### src/rtl/wb_bram_arbiter_if.sv
// Wishbone bus bundle shared by the arbiter, its two masters and the BRAM slave.
// master modport drives the request side; slave modport drives data/ack/err/rty back.
interface wshb_if #(
  parameter int unsigned DW = 32,
  parameter int unsigned AW = 32
);
  logic [AW-1:0]   adr;
  logic [DW-1:0]   dat_ms;
  logic [DW-1:0]   dat_sm;
  logic [DW/8-1:0] sel;
  logic            we;
  logic            stb;
  logic            cyc;
  logic [2:0]      cti;
  logic [1:0]      bte;
  logic            ack;
  logic            err;
  logic            rty;

  modport master (
    output adr, dat_ms, sel, we, stb, cyc, cti, bte,
    input  dat_sm, ack, err, rty
  );

  modport slave (
    input  adr, dat_ms, sel, we, stb, cyc, cti, bte,
    output dat_sm, ack, err, rty
  );
endinterface

### src/rtl/wb_bram_arbiter.sv
// Two-master round-robin Wishbone arbiter granting whole cyc ownership of one slave.
// Optional bus-hang timeout enabled by defining WB_ARB_TIMEOUT_EN.
module wb_bram_arbiter #(
  parameter int unsigned TIMEOUT_CYCLES = 1024,
  parameter int unsigned FIRST_PRIO     = 0
) (
  input  logic       clk,
  input  logic       rst,
  wshb_if.slave      wb_m0,
  wshb_if.slave      wb_m1,
  wshb_if.master     wb_s,
  output logic [1:0] grant,
  output logic       busy
);

  if (FIRST_PRIO > 1 || TIMEOUT_CYCLES == 0) begin : g_param_check
    $error("wb_bram_arbiter: FIRST_PRIO must be 0 or 1 and TIMEOUT_CYCLES nonzero");
  end

  typedef enum logic [1:0] {
    IDLE = 2'b00,
    OWN0 = 2'b01,
    OWN1 = 2'b10
  } state_t;

  state_t state_q, state_d;
  logic   last_owner_q, last_owner_d;
  logic   timeout_hit;
  logic   slave_resp;

  assign slave_resp = wb_s.ack | wb_s.err | wb_s.rty;

  always_comb begin
    state_d      = state_q;
    last_owner_d = last_owner_q;
    case (state_q)
      IDLE: begin
        if (wb_m0.cyc && wb_m1.cyc) state_d = last_owner_q ? OWN0 : OWN1;
        else if (wb_m0.cyc)         state_d = OWN0;
        else if (wb_m1.cyc)         state_d = OWN1;
      end
      OWN0: begin
        if (timeout_hit) begin
          state_d      = IDLE;
          last_owner_d = 1'b0;
        end else if (!wb_m0.cyc) begin
          last_owner_d = 1'b0;
          state_d      = wb_m1.cyc ? OWN1 : IDLE;
        end
      end
      OWN1: begin
        if (timeout_hit) begin
          state_d      = IDLE;
          last_owner_d = 1'b1;
        end else if (!wb_m1.cyc) begin
          last_owner_d = 1'b1;
          state_d      = wb_m0.cyc ? OWN0 : IDLE;
        end
      end
      default: state_d = IDLE;
    endcase
  end

  always_ff @(posedge clk) begin
    if (rst) begin
      state_q      <= IDLE;
      last_owner_q <= (FIRST_PRIO == 0) ? 1'b1 : 1'b0;
    end else begin
      state_q      <= state_d;
      last_owner_q <= last_owner_d;
    end
  end

`ifdef WB_ARB_TIMEOUT_EN
  localparam int unsigned CW = $clog2(TIMEOUT_CYCLES + 1);

  logic [CW-1:0] tmo_cnt_q, tmo_cnt_d;

  // Counts stalled strobe cycles of the current owner; any response or ownership change restarts it.
  always_comb begin
    tmo_cnt_d = tmo_cnt_q;
    if (state_d != state_q || slave_resp) tmo_cnt_d = '0;
    else if (wb_s.stb)                    tmo_cnt_d = tmo_cnt_q + 1'b1;
  end

  always_ff @(posedge clk) begin
    if (rst) tmo_cnt_q <= '0;
    else     tmo_cnt_q <= tmo_cnt_d;
  end

  assign timeout_hit = (state_q != IDLE) && (tmo_cnt_q == CW'(TIMEOUT_CYCLES));
`else
  assign timeout_hit = 1'b0;
`endif

  always_comb begin
    wb_s.adr     = '0;
    wb_s.dat_ms  = '0;
    wb_s.sel     = '0;
    wb_s.we      = 1'b0;
    wb_s.stb     = 1'b0;
    wb_s.cyc     = 1'b0;
    wb_s.cti     = '0;
    wb_s.bte     = '0;
    wb_m0.ack    = 1'b0;
    wb_m0.err    = 1'b0;
    wb_m0.rty    = 1'b0;
    wb_m1.ack    = 1'b0;
    wb_m1.err    = 1'b0;
    wb_m1.rty    = 1'b0;
    wb_m0.dat_sm = wb_s.dat_sm;
    wb_m1.dat_sm = wb_s.dat_sm;
    case (state_q)
      OWN0: begin
        wb_s.adr    = wb_m0.adr;
        wb_s.dat_ms = wb_m0.dat_ms;
        wb_s.sel    = wb_m0.sel;
        wb_s.we     = wb_m0.we;
        wb_s.stb    = wb_m0.stb;
        wb_s.cyc    = wb_m0.cyc;
        wb_s.cti    = wb_m0.cti;
        wb_s.bte    = wb_m0.bte;
        wb_m0.ack   = wb_s.ack;
        wb_m0.err   = wb_s.err;
        wb_m0.rty   = wb_s.rty;
      end
      OWN1: begin
        wb_s.adr    = wb_m1.adr;
        wb_s.dat_ms = wb_m1.dat_ms;
        wb_s.sel    = wb_m1.sel;
        wb_s.we     = wb_m1.we;
        wb_s.stb    = wb_m1.stb;
        wb_s.cyc    = wb_m1.cyc;
        wb_s.cti    = wb_m1.cti;
        wb_s.bte    = wb_m1.bte;
        wb_m1.ack   = wb_s.ack;
        wb_m1.err   = wb_s.err;
        wb_m1.rty   = wb_s.rty;
      end
      default: ;
    endcase
    // A timed-out owner gets a lone err while the slave sees the cycle end.
    if (timeout_hit) begin
      wb_s.stb  = 1'b0;
      wb_s.cyc  = 1'b0;
      wb_m0.ack = 1'b0;
      wb_m0.rty = 1'b0;
      wb_m0.err = (state_q == OWN0);
      wb_m1.ack = 1'b0;
      wb_m1.rty = 1'b0;
      wb_m1.err = (state_q == OWN1);
    end
  end

  assign grant = state_q;
  assign busy  = (state_q != IDLE);

endmodule

### src/flat_wrapper.sv
// flat-port wrapper written by rule: the top's interface ports become plain ports
module wb_bram_arbiter_flat 
#(
  parameter int unsigned TIMEOUT_CYCLES = 1024,
  parameter int unsigned FIRST_PRIO     = 0
)
  (clk, rst, grant, busy, wb_m0_adr, wb_m0_dat_ms, wb_m0_sel, wb_m0_we, wb_m0_stb, wb_m0_cyc, wb_m0_cti, wb_m0_bte, wb_m0_dat_sm, wb_m0_ack, wb_m0_err, wb_m0_rty, wb_m1_adr, wb_m1_dat_ms, wb_m1_sel, wb_m1_we, wb_m1_stb, wb_m1_cyc, wb_m1_cti, wb_m1_bte, wb_m1_dat_sm, wb_m1_ack, wb_m1_err, wb_m1_rty, wb_s_adr, wb_s_dat_ms, wb_s_sel, wb_s_we, wb_s_stb, wb_s_cyc, wb_s_cti, wb_s_bte, wb_s_dat_sm, wb_s_ack, wb_s_err, wb_s_rty);
  wshb_if wb_m0_i ();
  wshb_if wb_m1_i ();
  wshb_if wb_s_i ();
  input  logic clk;
  input  logic rst;
  output logic [1:0] grant;
  output logic busy;
  input wire logic [$bits(wb_m0_i.adr)-1:0] wb_m0_adr;
  input wire logic [$bits(wb_m0_i.dat_ms)-1:0] wb_m0_dat_ms;
  input wire logic [$bits(wb_m0_i.sel)-1:0] wb_m0_sel;
  input wire logic [$bits(wb_m0_i.we)-1:0] wb_m0_we;
  input wire logic [$bits(wb_m0_i.stb)-1:0] wb_m0_stb;
  input wire logic [$bits(wb_m0_i.cyc)-1:0] wb_m0_cyc;
  input wire logic [$bits(wb_m0_i.cti)-1:0] wb_m0_cti;
  input wire logic [$bits(wb_m0_i.bte)-1:0] wb_m0_bte;
  output wire logic [$bits(wb_m0_i.dat_sm)-1:0] wb_m0_dat_sm;
  output wire logic [$bits(wb_m0_i.ack)-1:0] wb_m0_ack;
  output wire logic [$bits(wb_m0_i.err)-1:0] wb_m0_err;
  output wire logic [$bits(wb_m0_i.rty)-1:0] wb_m0_rty;
  input wire logic [$bits(wb_m1_i.adr)-1:0] wb_m1_adr;
  input wire logic [$bits(wb_m1_i.dat_ms)-1:0] wb_m1_dat_ms;
  input wire logic [$bits(wb_m1_i.sel)-1:0] wb_m1_sel;
  input wire logic [$bits(wb_m1_i.we)-1:0] wb_m1_we;
  input wire logic [$bits(wb_m1_i.stb)-1:0] wb_m1_stb;
  input wire logic [$bits(wb_m1_i.cyc)-1:0] wb_m1_cyc;
  input wire logic [$bits(wb_m1_i.cti)-1:0] wb_m1_cti;
  input wire logic [$bits(wb_m1_i.bte)-1:0] wb_m1_bte;
  output wire logic [$bits(wb_m1_i.dat_sm)-1:0] wb_m1_dat_sm;
  output wire logic [$bits(wb_m1_i.ack)-1:0] wb_m1_ack;
  output wire logic [$bits(wb_m1_i.err)-1:0] wb_m1_err;
  output wire logic [$bits(wb_m1_i.rty)-1:0] wb_m1_rty;
  output wire logic [$bits(wb_s_i.adr)-1:0] wb_s_adr;
  output wire logic [$bits(wb_s_i.dat_ms)-1:0] wb_s_dat_ms;
  output wire logic [$bits(wb_s_i.sel)-1:0] wb_s_sel;
  output wire logic [$bits(wb_s_i.we)-1:0] wb_s_we;
  output wire logic [$bits(wb_s_i.stb)-1:0] wb_s_stb;
  output wire logic [$bits(wb_s_i.cyc)-1:0] wb_s_cyc;
  output wire logic [$bits(wb_s_i.cti)-1:0] wb_s_cti;
  output wire logic [$bits(wb_s_i.bte)-1:0] wb_s_bte;
  input wire logic [$bits(wb_s_i.dat_sm)-1:0] wb_s_dat_sm;
  input wire logic [$bits(wb_s_i.ack)-1:0] wb_s_ack;
  input wire logic [$bits(wb_s_i.err)-1:0] wb_s_err;
  input wire logic [$bits(wb_s_i.rty)-1:0] wb_s_rty;
  assign wb_m0_i.adr = wb_m0_adr;
  assign wb_m0_i.dat_ms = wb_m0_dat_ms;
  assign wb_m0_i.sel = wb_m0_sel;
  assign wb_m0_i.we = wb_m0_we;
  assign wb_m0_i.stb = wb_m0_stb;
  assign wb_m0_i.cyc = wb_m0_cyc;
  assign wb_m0_i.cti = wb_m0_cti;
  assign wb_m0_i.bte = wb_m0_bte;
  assign wb_m0_dat_sm = wb_m0_i.dat_sm;
  assign wb_m0_ack = wb_m0_i.ack;
  assign wb_m0_err = wb_m0_i.err;
  assign wb_m0_rty = wb_m0_i.rty;
  assign wb_m1_i.adr = wb_m1_adr;
  assign wb_m1_i.dat_ms = wb_m1_dat_ms;
  assign wb_m1_i.sel = wb_m1_sel;
  assign wb_m1_i.we = wb_m1_we;
  assign wb_m1_i.stb = wb_m1_stb;
  assign wb_m1_i.cyc = wb_m1_cyc;
  assign wb_m1_i.cti = wb_m1_cti;
  assign wb_m1_i.bte = wb_m1_bte;
  assign wb_m1_dat_sm = wb_m1_i.dat_sm;
  assign wb_m1_ack = wb_m1_i.ack;
  assign wb_m1_err = wb_m1_i.err;
  assign wb_m1_rty = wb_m1_i.rty;
  assign wb_s_adr = wb_s_i.adr;
  assign wb_s_dat_ms = wb_s_i.dat_ms;
  assign wb_s_sel = wb_s_i.sel;
  assign wb_s_we = wb_s_i.we;
  assign wb_s_stb = wb_s_i.stb;
  assign wb_s_cyc = wb_s_i.cyc;
  assign wb_s_cti = wb_s_i.cti;
  assign wb_s_bte = wb_s_i.bte;
  assign wb_s_i.dat_sm = wb_s_dat_sm;
  assign wb_s_i.ack = wb_s_ack;
  assign wb_s_i.err = wb_s_err;
  assign wb_s_i.rty = wb_s_rty;
  wb_bram_arbiter #(.TIMEOUT_CYCLES(TIMEOUT_CYCLES), .FIRST_PRIO(FIRST_PRIO)) u_core (.clk(clk), .rst(rst), .wb_m0(wb_m0_i), .wb_m1(wb_m1_i), .wb_s(wb_s_i), .grant(grant), .busy(busy));
endmodule
### config.mk
export PLATFORM = sky130hd
export DESIGN_NAME = wb_bram_arbiter_flat
export DESIGN_NICKNAME = d
export VERILOG_FILES = /design/src/rtl/wb_bram_arbiter_if.sv /design/src/rtl/wb_bram_arbiter.sv /design/src/flat_wrapper.sv
export SDC_FILE = /design/constraint.sdc
export NUM_CORES = 1
export LEC_CHECK = 0
export BUFFER_PORTS_ARGS = -buffer_cell sky130_fd_sc_hd__buf_2
export CORE_AREA = 5 5 128 130
export CTS_CLUSTER_DIAMETER = 50
export DETAILED_ROUTE_END_ITERATION = 16
export DIE_AREA = 0 0 133 135
export GPL_TIMING_DRIVEN = 0
export HOLD_SLACK_MARGIN = 0.03
export PLACE_DENSITY = 0.54
export SYNTH_ARGS = -nofsm -noshare
export SYNTH_HDL_FRONTEND = slang
export SYNTH_SLANG_ARGS = --single-unit
### constraint.sdc
create_clock -name clk -period 1.5 [get_ports clk]
set_input_delay 0.225 -clock clk [delete_from_list [all_inputs] [get_ports clk]]
set_output_delay 0.225 -clock clk [all_outputs]
set_load 0.01 [all_outputs]
# Word level (Yosys, flattened, before mapping)
# Cells that the tools add are included.
# op_classes
mux	26
eq_ne	5
n_reduce_logical	6
# ops
cell	n
one-hot mux 32 bit (2 select lines)	2
two-way mux 2 bit	7
two-way mux 1 bit	9
one-hot mux 1 bit (2 select lines)	4
one-hot mux 4 bit (2 select lines)	1
one-hot mux 2 bit (3 select lines)	1
one-hot mux 3 bit (2 select lines)	1
AND reduction 3 bit	2
!= test 2 bit, second input constant	2
!= test 4 x 3 -> 1 bit, second input constant	1
one-hot mux 2 bit (2 select lines)	1
nonzero test 2 bit	2
== test 2 x 1 -> 1 bit, second input constant	1
== test 2 bit, second input constant	1
zero test 2 bit	1
logical AND 1 bit	1
# totals
elab_cells	39
in_bits	189
output_inout_bits	149
ff_bits	3

# Longest topological paths before layout
# depth
ltp_word	4
ltp_mapped	7
ltp_nobuf	6

# Worst setup path after synthesis
# No wires, ideal clock.
# synth_timing
path_type	register -> output
from	register u_core.state_q[0] (netlist: u_core.grant[0])
to	output port wb_s_adr[22]
arrival_ns	1.506
n_path_buf	2
slack_ns	-0.231
path_stages_with_launch	6
required_time_ns	1.275
cell_sequence	dfxtp_1 > inv_1 > ha_1 > clkbuf_1 > clkbuf_1 > nor2b_1
# synth_between
elab_chain_len	2
word_cells_on_any_way	3
classes_between	2 x eq/ne; 1 x mux
# synth_rtl
element	line	source
start, declared	wb_bram_arbiter.sv:26	state_t state_q, state_d;
start signal, assigned	wb_bram_arbiter.sv:69	state_q <= state_d;
== test 2 bit or == test 2 x 1 -> 1 bit (tied branches)	n/a	
one-hot mux 32 bit (2 select lines) *	wb_bram_arbiter.sv:113	case (state_q)
end, declared	flat_wrapper.sv:39	output wire logic [$bits(wb_s_i.adr)-1:0] wb_s_adr;
# Every way passes the cells marked *; elsewhere a longest branch is shown, timed or not.

# Final worst setup path
# layout_timing
from	register u_core.state_q[1] (netlist: u_core.grant[1])
to	output port wb_s_dat_ms[13]
# layout_between
elab_chain_len	2
word_cells_on_any_way	3
classes_between	2 x eq/ne; 1 x mux
# layout_rtl
element	line	source
== test 2 bit or == test 2 x 1 -> 1 bit (tied branches)	n/a	
one-hot mux 32 bit (2 select lines) *	wb_bram_arbiter.sv:113	
end, declared	flat_wrapper.sv:40	output wire logic [$bits(wb_s_i.dat_ms)-1:0] wb_s_dat_ms;
# Marks and branches as above.

==> flow_summary.toml <==
[outcome]
status = "finished with violations"
violations = "setup timing"

[yosys]
ys_types = 21
synth_xor_area_frac = 0
synth_common_cells = "nor2b_1, a22oi_1, buf_4, clkbuf_1, and2_1"
synth_nets = 466
synth_flop_cell = "dfxtp_1"
synthMuxAreaShare = 0.00519
synth_seq_cells = 3
async_flop_share = 0
avgSynthCellArea_um2 = 7.09
synthesis.instances = 272
netlist_area_mm2 = 0.00193
post-synth-top-area-cell = "a22oi_1"
synth_top_family_by_area = "compound AO/OA/AOI/OAI gates"
yosys-top-cells-area = "a22oi_1, buf_4, nor2b_1, ha_1, dfxtp_1"
synth_top_area_frac = 0.292
yosys.area_share.adder = 0.0324
synth_edf_count = 0
yosysWarnings = 0
yosysMostFrequentCell = "nor2b_1"
seq_area_frac_synth = 0.0311
synth_compound_area_frac = 0.327
synthSimpleGateAreaFrac = 0.284

[placement]
dp_slack_ps = -502
place.gp.congestion = 0.729
dpl.hpwl_um = 9350
dp.cells = 765
numPortBuffers = 305

[detailed_routing]
wl_per_cell_um = 15.4
ant_nets = 0
vias = 3221
vias_per_cell = 4.04
drc_errors = 0
drt_pass1_iterations = 4
drtIter0Drc = 56
totalWireLength_um = 12300

[floorplanning]
initial_core_util = 0.128
die_h_um = 135
coreArea_mm2 = 0.0150
die-area_mm2 = 0.0180
ioPinCount = 338
rows = 45
die-width_um = 133

[finish]
fillCellCount = 1557
layoutNonFillerInstCount = 797
antenna_cells = 0
layout-drive-gt1-share = 0.910
final_core_util = 0.342
nets = 804
areaGrowthSynthToFinish_pct = 167

[power_and_ir_drop]
p_sw_mw = 1.87
total_power_mw = 4.81
p_int_mw = 2.93
seq_power_share = 0.028
peakVddDrop_v = 0.000501
p_per_area_mw_per_mm2 = 933
power_frac_comb = 0.883
cellLeakagePower_nw = 2.51
switching_share = 0.390
power_frac_clock = 0.089

[sta]
rsz0062_at_grt = "yes"
period_minus_slack_ps = 1800
skew_ps = 1.25
slew_headroom = 0.739
hold_viol_final = 0
period_share = 1.20
fmax_ghz = 0.556
tightest_slew_ps = 388
whs_ps = 201
setup-violations-final = 82
slew_violations = 0
layout_setup_ws_ps = -299

[clock_tree]
cts_root_buf = "clkbuf_16"
h-tree-depth = 1
cts_hold_buf = 0
max-clock-path-buffers = 2
cts_sinks = 3
cts_tree = "done"
clkLatencyLatePin_ps = 220
cts_buffers = 3
clkSlewWorstSetupHoldPaths_ps = 30

[job]
drv_cap = 0

[global_route]
grt_max_degree = 11
grt_pass1_vias = 3357
grt_pass1_wl_um = 17100
grt_use_total = 0.116
antenna_found_initial = 0
globalRouteOverflowTotal = 0

[critical_path]
r2r-start = "u_core.grant[1]"
cp.arrival_ps = 1570
cp_max_fo = 5
timing.critical_path.from = "u_core.grant[1]"
start_kind = "flop"
endpoint_kind = "output pin"
required_ps = 1270
worstSetupPathType = "reg -> out"

[hold_path]
hold_path.class = "in -> reg"
hp-start = "rst"
per-stage QoR:
step | cell area, um^2 | setup TNS (ps)
2_1_floorplan | 2050 | -149
3_3_place_gp | 3810 | -29340
3_5_place_dp | 3810 | -29160
4_1_cts | 4920 | -21100
5_1_grt | 5150 | -25140
6_report | 5150 | -20940
critical path, cell delays in order, from the launching register on:
cell and delay [ps]:
dfxtp_4 350, buf_6 120, ha_4 180, clkbuf_16 180, clkbuf_16 160, a22oi_2 170
nor2b_2 50, buf_2 140
power by group through the flow:
stage	clock network (mW)	registers (mW)	logic (mW)
final	0.426	0.133	4.25
after global routing	0.437	0.136	4.55
after CTS	0.430	0.136	3.98
after detailed placement	0	0.131	2.65
after global placement	0	0.131	2.66
after floorplan	0	0.131	1.69
timing repair:
action / CTS / global route
gates resized for setup: 159 / 30
endpoints found under the hold margin: 0 / 0
setup buffers: 12 / 2
setup endpoints to repair: 80 / 83
pin swaps: 33 / 5
gates cloned: 10 / 5
worst paths after layout:
| check | endpoint | slack (ps) | depth (start not counted) |
|---|---|---|---|
| max | wb_s_dat_ms[13] | -300 | 7 |
| min reg2reg | u_core.last_owner_q | 480 | 2 |
| min | u_core.grant[1] | 200 | 2 |
| max reg2reg | u_core.last_owner_q | -220 | 9 |
logic make-up (layout without fill, tap and decap cells):
group,Yosys count,after routing
buffers and inverters,92,429
DFF,3,3
AOI/OAI and AO/OA,83,83
adders and majority gates,5,5
and+or+nand+nor,88,88
muxes,1,1
cell type report:
class,instances,area [um^2],area share
plain buffers,89,938,0.182
clock buffers,4,78.8,0.0153
inverters,3,16.3,0.00316
multi-input cells,177,1790,0.348
flip-flops and latches,3,67.6,0.0131
well taps,188,235,0.0457
repair buffers,333,2020,0.392
cell usage in the layout (no fill, tap or decap), drive strengths merged:
master and n:
dfxtp 3, a21oi 3, ha 5, nand4bb 1, nor2b 76, and2 6
buf 399, clkbuf 27, a21o 1, a22oi 76, nand2 3, inv 3
a211o 1, mux2i 1, o21ai 1, nand2b 2, o31ai 1
state kept, by name (all words and copies together) (netlist names):
register,count
u_core.last_owner_q,1
u_core.grant,2
metal layers:
| layer | wire length (um) | track usage |
|---|---|---|
| met3 | 1100 | 0.0250 |
| met4 | 51 | 0.0110 |
| met2 | 6950 | 0.244 |
| met5 | 0 | 0 |
| met1 | 4210 | 0.120 |
Note: power is estimated with default switching activity, not from simulation.
